[src/rtl/screen_pkg.sv]
// -----------------------------------------------------------------------------
// screen_pkg
// Shared definitions for the frame-buffer writer: default screen geometry,
// bus widths, the writer FSM state encoding and a saturating counter helper.
// No ports (package).
// -----------------------------------------------------------------------------
package screen_pkg;

  // Default screen geometry; the product must stay within the 15-bit address space.
  localparam int SCREEN_W      = 160;
  localparam int SCREEN_H      = 120;
  localparam int SCREEN_PIXELS = SCREEN_W * SCREEN_H;  // 19200

  localparam int ADDR_W   = 15;
  localparam int COORD_W  = 10;
  localparam int COLOUR_W = 3;

  // Ceiling for the accepted-plot counter.
  localparam logic [ADDR_W-1:0] COUNT_MAX = 15'h7FFF;

  // Writer FSM encoding.
  typedef enum logic [0:0] {
    IDLE  = 1'b0,
    CLEAR = 1'b1
  } state_t;

  // Increment that sticks at COUNT_MAX instead of wrapping.
  function automatic logic [ADDR_W-1:0] sat_inc(input logic [ADDR_W-1:0] value);
    logic [ADDR_W-1:0] result;
    if (value == COUNT_MAX) begin
      result = value;
    end else begin
      result = value + 15'd1;
    end
    return result;
  endfunction

endpackage : screen_pkg

[src/rtl/screen_addr.sv]
// -----------------------------------------------------------------------------
// screen_addr
// Combinational coordinate-to-linear-address conversion: addr = y*WIDTH + x.
// For the default 160-pixel width the multiply is replaced by two shifts
// (y*128 + y*32), which is cheaper than a generic multiplier.
//
// Ports
//   x    : in  [9:0]  pixel column
//   y    : in  [9:0]  pixel row
//   addr : out [14:0] linear RAM address (valid for in-range coordinates)
// -----------------------------------------------------------------------------
module screen_addr
  import screen_pkg::*;
#(
  parameter int WIDTH = screen_pkg::SCREEN_W
) (
  input  logic [COORD_W-1:0] x,
  input  logic [COORD_W-1:0] y,
  output logic [ADDR_W-1:0]  addr
);

  logic [ADDR_W-1:0] x_ext_s;
  logic [ADDR_W-1:0] y_ext_s;

  // Widen before any arithmetic so the shifted row term never loses upper bits.
  assign x_ext_s = {5'd0, x};
  assign y_ext_s = {5'd0, y};

  generate
    if (WIDTH == 160) begin : g_shift
      assign addr = (y_ext_s << 4'd7) + (y_ext_s << 4'd5) + x_ext_s;
    end else begin : g_mult
      assign addr = (y_ext_s * ADDR_W'(WIDTH)) + x_ext_s;
    end
  endgenerate

endmodule : screen_addr

[src/rtl/screen_writer.sv]
// -----------------------------------------------------------------------------
// screen_writer
// Front end for a pixel frame buffer. In IDLE it turns (x, y, colour) plot
// strobes into single RAM writes one cycle later; a clear request switches to
// CLEAR, where the whole buffer is filled with a latched colour at one write
// per cycle. Out-of-range plots, plots that collide with a clear, and plots
// issued during a fill are discarded and flagged on the sticky drop output.
// All outputs are registered; reset is synchronous and active-low.
// SCREEN_W*SCREEN_H must not exceed 32768.
//
// Ports
//   clk          : in  clock, everything on the rising edge
//   resetn       : in  synchronous active-low reset
//   plot         : in  pixel-valid strobe
//   x, y         : in  [9:0] pixel column / row
//   colour       : in  [2:0] pixel colour
//   clear        : in  single-cycle fill request
//   clear_colour : in  [2:0] fill colour, sampled when clear is accepted
//   mem_address  : out [14:0] RAM write address
//   mem_data     : out [2:0]  RAM write data
//   mem_wren     : out RAM write enable
//   busy         : out high while a fill is in progress
//   done         : out one-cycle pulse when a fill completes
//   drop         : out sticky rejected-plot flag
//   pixel_count  : out [14:0] accepted plots since reset / last clear (saturating)
// -----------------------------------------------------------------------------
module screen_writer
  import screen_pkg::*;
#(
  parameter int SCREEN_W = screen_pkg::SCREEN_W,
  parameter int SCREEN_H = screen_pkg::SCREEN_H
) (
  input  logic                clk,
  input  logic                resetn,
  input  logic                plot,
  input  logic [COORD_W-1:0]  x,
  input  logic [COORD_W-1:0]  y,
  input  logic [COLOUR_W-1:0] colour,
  input  logic                clear,
  input  logic [COLOUR_W-1:0] clear_colour,
  output logic [ADDR_W-1:0]   mem_address,
  output logic [COLOUR_W-1:0] mem_data,
  output logic                mem_wren,
  output logic                busy,
  output logic                done,
  output logic                drop,
  output logic [ADDR_W-1:0]   pixel_count
);

  localparam int                PIXELS    = SCREEN_W * SCREEN_H;
  localparam logic [ADDR_W-1:0] LAST_ADDR = ADDR_W'(PIXELS - 1);
  // 32-bit limits so the range test holds for any geometry that fits the RAM.
  localparam logic [31:0]       X_LIM     = 32'(SCREEN_W);
  localparam logic [31:0]       Y_LIM     = 32'(SCREEN_H);

  // Internal state
  state_t                state_r;
  logic [ADDR_W-1:0]     fill_r;
  logic [COLOUR_W-1:0]   colour_r;

  // Next-state values
  state_t                state_s;
  logic [ADDR_W-1:0]     fill_s;
  logic [COLOUR_W-1:0]   colour_s;
  logic [ADDR_W-1:0]     mem_address_s;
  logic [COLOUR_W-1:0]   mem_data_s;
  logic                  mem_wren_s;
  logic                  busy_s;
  logic                  done_s;
  logic                  drop_s;
  logic [ADDR_W-1:0]     pixel_count_s;

  // Plot decode
  logic [ADDR_W-1:0]     plot_addr_s;
  logic                  in_range_s;

  screen_addr #(
    .WIDTH (SCREEN_W)
  ) u_screen_addr (
    .x    (x),
    .y    (y),
    .addr (plot_addr_s)
  );

  assign in_range_s = ({22'd0, x} < X_LIM) && ({22'd0, y} < Y_LIM);

  // Next-state and next-output logic for the IDLE/CLEAR machine.
  always_comb begin
    state_s       = state_r;
    fill_s        = fill_r;
    colour_s      = colour_r;
    mem_address_s = 15'd0;
    mem_data_s    = 3'd0;
    mem_wren_s    = 1'b0;
    busy_s        = 1'b0;
    done_s        = 1'b0;
    drop_s        = drop;
    pixel_count_s = pixel_count;

    case (state_r)
      IDLE: begin
        if (clear) begin
          // Clear wins over a simultaneous plot; that plot is the only thing
          // that can leave drop set after accepting the clear.
          state_s       = CLEAR;
          fill_s        = 15'd0;
          colour_s      = clear_colour;
          pixel_count_s = 15'd0;
          busy_s        = 1'b1;
          drop_s        = plot;
        end else if (plot) begin
          if (in_range_s) begin
            mem_wren_s    = 1'b1;
            mem_address_s = plot_addr_s;
            mem_data_s    = colour;
            pixel_count_s = sat_inc(pixel_count);
          end else begin
            drop_s = 1'b1;
          end
        end else begin
          state_s = IDLE;
        end
      end

      CLEAR: begin
        // One fill write per cycle; clear requests are ignored here.
        mem_wren_s    = 1'b1;
        mem_address_s = fill_r;
        mem_data_s    = colour_r;
        if (plot) begin
          drop_s = 1'b1;
        end else begin
          drop_s = drop;
        end
        if (fill_r == LAST_ADDR) begin
          // Final write goes out together with done and busy falling.
          state_s = IDLE;
          fill_s  = 15'd0;
          busy_s  = 1'b0;
          done_s  = 1'b1;
        end else begin
          fill_s = fill_r + 15'd1;
          busy_s = 1'b1;
        end
      end

      default: begin
        state_s = IDLE;
        fill_s  = 15'd0;
      end
    endcase
  end

  // State and output registers with synchronous active-low reset; reset
  // mid-fill simply abandons the fill with no done pulse.
  always_ff @(posedge clk) begin
    if (!resetn) begin
      state_r     <= IDLE;
      fill_r      <= 15'd0;
      colour_r    <= 3'd0;
      mem_address <= 15'd0;
      mem_data    <= 3'd0;
      mem_wren    <= 1'b0;
      busy        <= 1'b0;
      done        <= 1'b0;
      drop        <= 1'b0;
      pixel_count <= 15'd0;
    end else begin
      state_r     <= state_s;
      fill_r      <= fill_s;
      colour_r    <= colour_s;
      mem_address <= mem_address_s;
      mem_data    <= mem_data_s;
      mem_wren    <= mem_wren_s;
      busy        <= busy_s;
      done        <= done_s;
      drop        <= drop_s;
      pixel_count <= pixel_count_s;
    end
  end

endmodule : screen_writer

[config.mk]
export PLATFORM = sky130hd
export DESIGN_NAME = screen_writer
export DESIGN_NICKNAME = d
export VERILOG_FILES = /design/src/rtl/screen_pkg.sv /design/src/rtl/screen_addr.sv /design/src/rtl/screen_writer.sv
export SDC_FILE = /design/constraint.sdc
export NUM_CORES = 1
export LEC_CHECK = 0
export ABC_AREA = 1
export CAP_MARGIN = 20
export CORE_ASPECT_RATIO = 2
export CORE_MARGIN = 3
export CORE_UTILIZATION = 45
export CTS_BUF_LIST = sky130_fd_sc_hd__clkbuf_8
export DETAILED_ROUTE_END_ITERATION = 10
export HOLD_SLACK_MARGIN = 0.1
export PLACE_DENSITY = 0.82
export SKIP_LAST_GASP = 1
export SLEW_MARGIN = 20
export SYNTH_ARGS = -nofsm -noshare
export SYNTH_HDL_FRONTEND = slang
export SYNTH_SLANG_ARGS = --single-unit
[constraint.sdc]
create_clock -name clk -period 4.2 [get_ports clk]
set_input_delay 0.84 -clock clk [delete_from_list [all_inputs] [get_ports clk]]
set_output_delay 0.84 -clock clk [all_outputs]
set_load 0.02 [all_outputs]
# ---- Word level (Yosys, flattened, before mapping)
# Cells that the tools add are included.
dict set report op_classes {
  addsub 4
  mul 0
  n_div 0
  order_cmp 2
  eq_ne 7
  n_shift 0
  n_mux 28
  bitwise_logic 1
  n_reduce_logical 7
}
# op n
set op_table {}
lappend op_table {{$mux W15} 9}
lappend op_table {{$pmux W15 S2} 2}
lappend op_table {{$add A15 B1 Y15 const B} 2}
lappend op_table {{$eq A15 B15 Y1 const B} 2}
lappend op_table {{$add A15 B10 Y15} 1}
lappend op_table {{$add A15 B15 Y15} 1}
lappend op_table {{$lt A10 B7 Y1 const B} 1}
lappend op_table {{$lt A10 B8 Y1 const B} 1}
lappend op_table {{$mux W1} 10}
lappend op_table {{$mux W3} 3}
lappend op_table {{$ne A2 B2 Y1 const B} 3}
lappend op_table {{$ne A3 B3 Y1 const B} 2}
lappend op_table {{$pmux W1 S2} 3}
lappend op_table {{$pmux W3 S2} 1}
lappend op_table {{$reduce_and A2 Y1} 2}
lappend op_table {{$reduce_and A4 Y1} 1}
lappend op_table {{$reduce_bool A2 Y1} 2}
lappend op_table {{$reduce_and A3 Y1} 1}
lappend op_table {{$logic_and A1 B1 Y1} 1}
lappend op_table {{$not A1 Y1} 1}
dict set report word_totals {
  register_bits 55
  latch_bits 0
  ram_bits 0
  mem_bits_ro 0
  output_inout_bits 37
  word_cells 58
  mem_count 0
}

# ---- Logic depth before layout (Yosys ltp)
dict set report depth {
  depth_word 6
  ltp_mapped 14
  ltp_nobuf 14
}

# ---- Hierarchy
# From an unflattened synthesis, not the netlist that was laid out.
dict set report hier_totals {
  cells_unflattened 507
  hier_area_um2 3315.7
}
# mod n_inst cells_per_inst area_per_inst_um2 seq_area_each_um2
set modules_own_cells {}
lappend modules_own_cells {screen_writer 1 408 2695.1 1101.1}
lappend modules_own_cells {screen_addr 1 99 620.6 0.0}

# ---- Worst setup path before layout
# Ideal clock, no wire load.
dict set report synth_path {
  path_type {input port to flip-flop}
  startpoint {input port y[0]}
  endpoint {register mem_address[12]}
  arrival_ns 2.375
  setup_slack_ns 1.698
  stages 11
  cell_sequence {inv_1 > fa_1 > fa_1 > inv_1 > nand2_1 > nand2_1 > nand2_1 > a21oi_1 > o21ai_0 > nand3_1 > o21ai_0}
}
dict set report synth_via {
  elab_chain_cells 6
  elab_cells_between_ends 8
  cone_classes {2 x add/sub; 1 x order compare; 4 x mux; 1 x reduce/logical}
}
# element line
set synth_rtl {}
lappend synth_rtl {{from (decl)} screen_writer.sv:37} ;# input logic [COORD_W-1:0] y,
lappend synth_rtl {{$add A15 B15 Y15 or $lt A10 B7 Y1 (tied branches)} {screen_addr.sv:31, screen_writer.sv:85}}
lappend synth_rtl {{$add A15 B10 Y15 or $logic_and A1 B1 Y1 (tied branches)} {screen_addr.sv:31, screen_writer.sv:85}}
lappend synth_rtl {{$mux W15 *} screen_writer.sv:112} ;# if (in_range_s) begin
lappend synth_rtl {{$mux W15 *} screen_writer.sv:111} ;# end else if (plot) begin
lappend synth_rtl {{$mux W15 *} screen_writer.sv:102} ;# if (clear) begin
lappend synth_rtl {{$pmux W15 S2 *} screen_writer.sv:100} ;# case (state_r)
lappend synth_rtl {{to (signal assigned)} screen_writer.sv:172} ;# mem_address <= mem_address_s;
lappend synth_rtl {{to (decl)} screen_writer.sv:41} ;# output logic [ADDR_W-1:0] mem_address,
# Mark *: on every way between the ends. The rest lies on a longest branch, timed or not.
# A chain may end at the register's enable or synchronous reset.

# ---- Final worst setup path
dict set report layout_path {
  startpoint {input port y[2]}
  endpoint {register mem_address[12]}
}
# The elaborated chain is that of the path after synthesis.

==> results.py <==
metrics = {
    "clock_tree": {
        "cts_tree": "done",
        "clkTransAtPathRegs_ns": 0.10,
        "cts-root-buf": "clkbuf_8",
        "cts.sinks": 55,
        "clock_path_buffers": 2,
        "htree_levels": 2,
        "clock_latency_ns": 0.32,
        "numCtsBuffers": 5,
        "cts_setup_buffers": 0,
        "post_cts_resized": 0,
        "cts_hold_buf": 0,
    },
    "yosys": {
        "netlist_area_um2": 3270,
        "synth_compound_area_share_pct": 13.3,
        "ys_warn_count": 0,
        "synth_xor_area_share_pct": 1.07,
        "synth_seq_area_share_pct": 33.7,
        "synth-seq-cells": 55,
        "yosys.area_share.simple_pct": 35.7,
        "synthArstFlopShare_pct": 0,
        "synthMuxAreaShare_pct": 0,
        "syn_area_per_cell_um2": 6.70,
        "syn_inst": 488,
        "synth_adder_area_share_pct": 8.57,
        "synth_cell_types": 35,
        "synth_top_family_by_area": "simple AND/OR/NAND/NOR gates",
        "ys.flop_type": "dfxtp_1",
        "synth_edf_count": 0,
        "synth_fp_nets": 538,
    },
    "worst_hold_path": {
        "hold_path_class": "reg -> reg",
    },
    "pwr": {
        "p_comb_share_pct": 18.5,
        "p_per_area_nw_per_um2": 250,
        "cellInternalPower_w": 0.000721,
        "vdd_drop_max_uv": 167,
        "pwr-share-seq_pct": 52.4,
        "leakage_nw": 1.57,
        "clkPwrFrac_pct": 29.1,
        "p_sw_w": 0.000303,
        "fin_total_pwr_w": 0.00102,
        "p_sw_share_pct": 29.6,
    },
    "floorplan": {
        "die_w_um": 66.3,
        "dieArea_um2": 8390,
        "die_height_um": 127,
        "initial_core_util_pct": 46.7,
        "ios": 67,
        "core_area_um2": 6990,
        "rows": 43,
    },
    "critical_path": {
        "arrival_ns": 3.06,
        "reg2reg_slack_ns": 2.27,
        "worst_r2r_startpoint": "state_r",
        "reg2reg_to": "mem_data[0]",
        "path_cells": "clkdlybuf4s50_1, inv_1, fa_1, fa_1, inv_1, nand2_1, nand2_1, nand2_1, a21oi_1, o21ai_0, nand3_1, o21ai_0",
        "required_ns": 4.39,
        "critPathKind": "in -> reg",
        "critPathMostFrequentCell": "nand2_1",
        "worstSetupStartpointType": "input pin",
        "max_stage_delay_ns": 0.51,
        "startpoint": "y[2]",
        "cp_max_fo": 2,
        "worstSetupEndpoint": "mem_address[12]",
        "end_kind": "flip-flop",
        "reg2regPathDepth": 3,
        "crit_slowest_cell": "fa_1",
    },
    "global_route": {
        "grt_pass1_wl_um": 15200,
        "grt_max_degree": 27,
        "grt_antenna_before_repair": 0,
        "grt_usage_pct": 23.2,
        "grt_pass1_vias": 3462,
        "gr-total-overflow": 0,
    },
    "place": {
        "gp_congestion": 0.940,
        "hpwl_um": 7330,
        "io_buffers": 66,
    },
    "timing": {
        "rsz0062_at_grt": "no",
        "worst_slew_pin_slew_ns": 0.709,
        "fin_worst_skew_ns": 0.00507,
        "relSlewSlack_pct": 52.6,
        "max_freq_mhz": 349,
        "finalSetupTns_ns": 0,
        "final_max_slew_viol_count": 0,
        "setup_viol": 0,
        "hold_viol": 0,
        "fin_crit_sh_pct": 68.3,
        "fin_crit_ns": 2.87,
    },
    "routing": {
        "wl_um": 9340,
        "wl_met3_um": 401,
        "drtPass1Iterations": 6,
        "drcViolationCount": 0,
        "drt_iter0_drc": 300,
        "viasPerCell": 5.50,
        "dr_total_vias": 3556,
        "wl_met1_um": 3190,
        "dr.max_layer_used": "met4",
        "drtAntennaViolNets": 0,
        "wire_per_inst_um": 14.5,
        "met2_length_um": 5200,
    },
    "cells_and_area": {
        "layout.nets": 605,
        "diodes": 0,
        "area_growth_pct": 25.5,
        "layout-drive-gt1-share_pct": 4.86,
    },
    "flow_run": {
        "cap_viol_max_count": 0,
    },
    "run_status": {
        "run_status": "finished, final reports clean",
    },
}
## worst min path at each step
stage / from / end / slack (ns) / cells after the start
5_1_grt: colour_r[1] / mem_data[1] / 0.51 / 1
3_3_place_gp: fill_r[3] / fill_r[3] / 0.46 / 2
6_report: colour_r[0] / mem_data[0] / 0.50 / 1
3_5_place_dp: colour_r[1] / mem_data[1] / 0.47 / 1
2_1_floorplan: colour_r[0] / mem_data[0] / 0.44 / 1
4_1_cts: colour_r[1] / mem_data[1] / 0.49 / 1
## logic make-up (layout without fill, tap and decap cells)
kind of cell,Yosys count,count (layout)
flops,55,55
xor+xnor,4,4
buf+inv,64,132
simple gates,271,271
compound gates,74,74
fa+ha+maj,20,20
## state kept, by name, summed over array words and instances, names as in the netlist
name,count
colour_r,3
done,1
drop,1
fill_r,15
mem_address,15
mem_data,3
mem_wren,1
pixel_count,15
state_r,1
## layout make-up
type,instances,area [um^2]
clock inverter,3,16.3
multi-input combinational,369,1920
sequential,55,1100
timing repair buffer,68,676
clock buffer,5,68.8
tap,90,113
inverter,56,210
fill,680,2890
## worst max-delay path, delay by kind of cell
kind	cells	cell delay, ns
simple gates	4	0.27
fa+ha+maj	2	0.94
buf+inv	3	0.65
compound gates	3	0.36
## power groups by stage
stage / Clock (W) / Sequential (W) / Combinational (W)
2_1_floorplan: 0 / 0.000548 / 0.000112
3_3_place_gp: 0 / 0.000548 / 0.000184
3_5_place_dp: 0 / 0.000548 / 0.000188
4_1_cts: 0.000301 / 0.000536 / 0.000189
5_1_grt: 0.000321 / 0.000537 / 0.000210
6_report: 0.000298 / 0.000536 / 0.000190
## Yosys cell counts, types with 3 or more instances
cell type  number  area [um^2]
nand2_1       144          541
dfxtp_1        55         1100
inv_1          53          199
nor2_1         52          195
nand3_1        40          200
a21oi_1        32          160
o21ai_0        23          115
ha_1           16          200
nand4_1         9         56.3
nor3_1          8         40.0
nor2_2          7         43.8
clkbuf_1        5         18.8
fa_1            4         80.1
o21bai_1        4         30.0
a22o_1          3         26.3
nand3b_1        3         22.5
o211ai_1        3         22.5
o22ai_1         3         18.8
## metal layers
layer,global-route usage (%),up-vias
li1,-,1721
met1,21.6,1643
met2,44.2,150
met3,3.28,42
met4,14.9,0
met5,0,-
## placed cells by master, fill, tap and decap left out, drive strengths merged
cell type	Yosys	routed
a21boi	1	1
a21oi	33	33
a22o	3	3
a31oi	2	2
a32o	1	1
buf	3	2
clkbuf	5	5
clkdlybuf4s50	0	66
clkinv	1	2
clkinvlp	0	1
dfxtp	55	55
fa	4	4
ha	16	16
inv	55	56
nand2	147	147
nand3	40	40
nand3b	3	3
nand4	9	9
nor2	61	61
nor3	9	9
o211ai	3	3
o21ai	24	24
o21bai	4	4
o22ai	3	3
or2	2	2
xnor2	2	2
xor2	2	2
## stage by stage
stage               hold slack (ns)  utilization [%]  cells  setup slack [ns]  cell area [um^2]
floorplan                     0.444                -    488              1.70              3270
global placement              0.462             57.4    638              1.06              4020
detailed placement            0.472             57.4    638              1.02              4020
CTS                           0.494             58.7    646              1.35              4100
global route                  0.513             58.7    646              1.18              4100
finish                        0.495             58.7    646              1.33              4100
(Power assumes the default switching activity.)
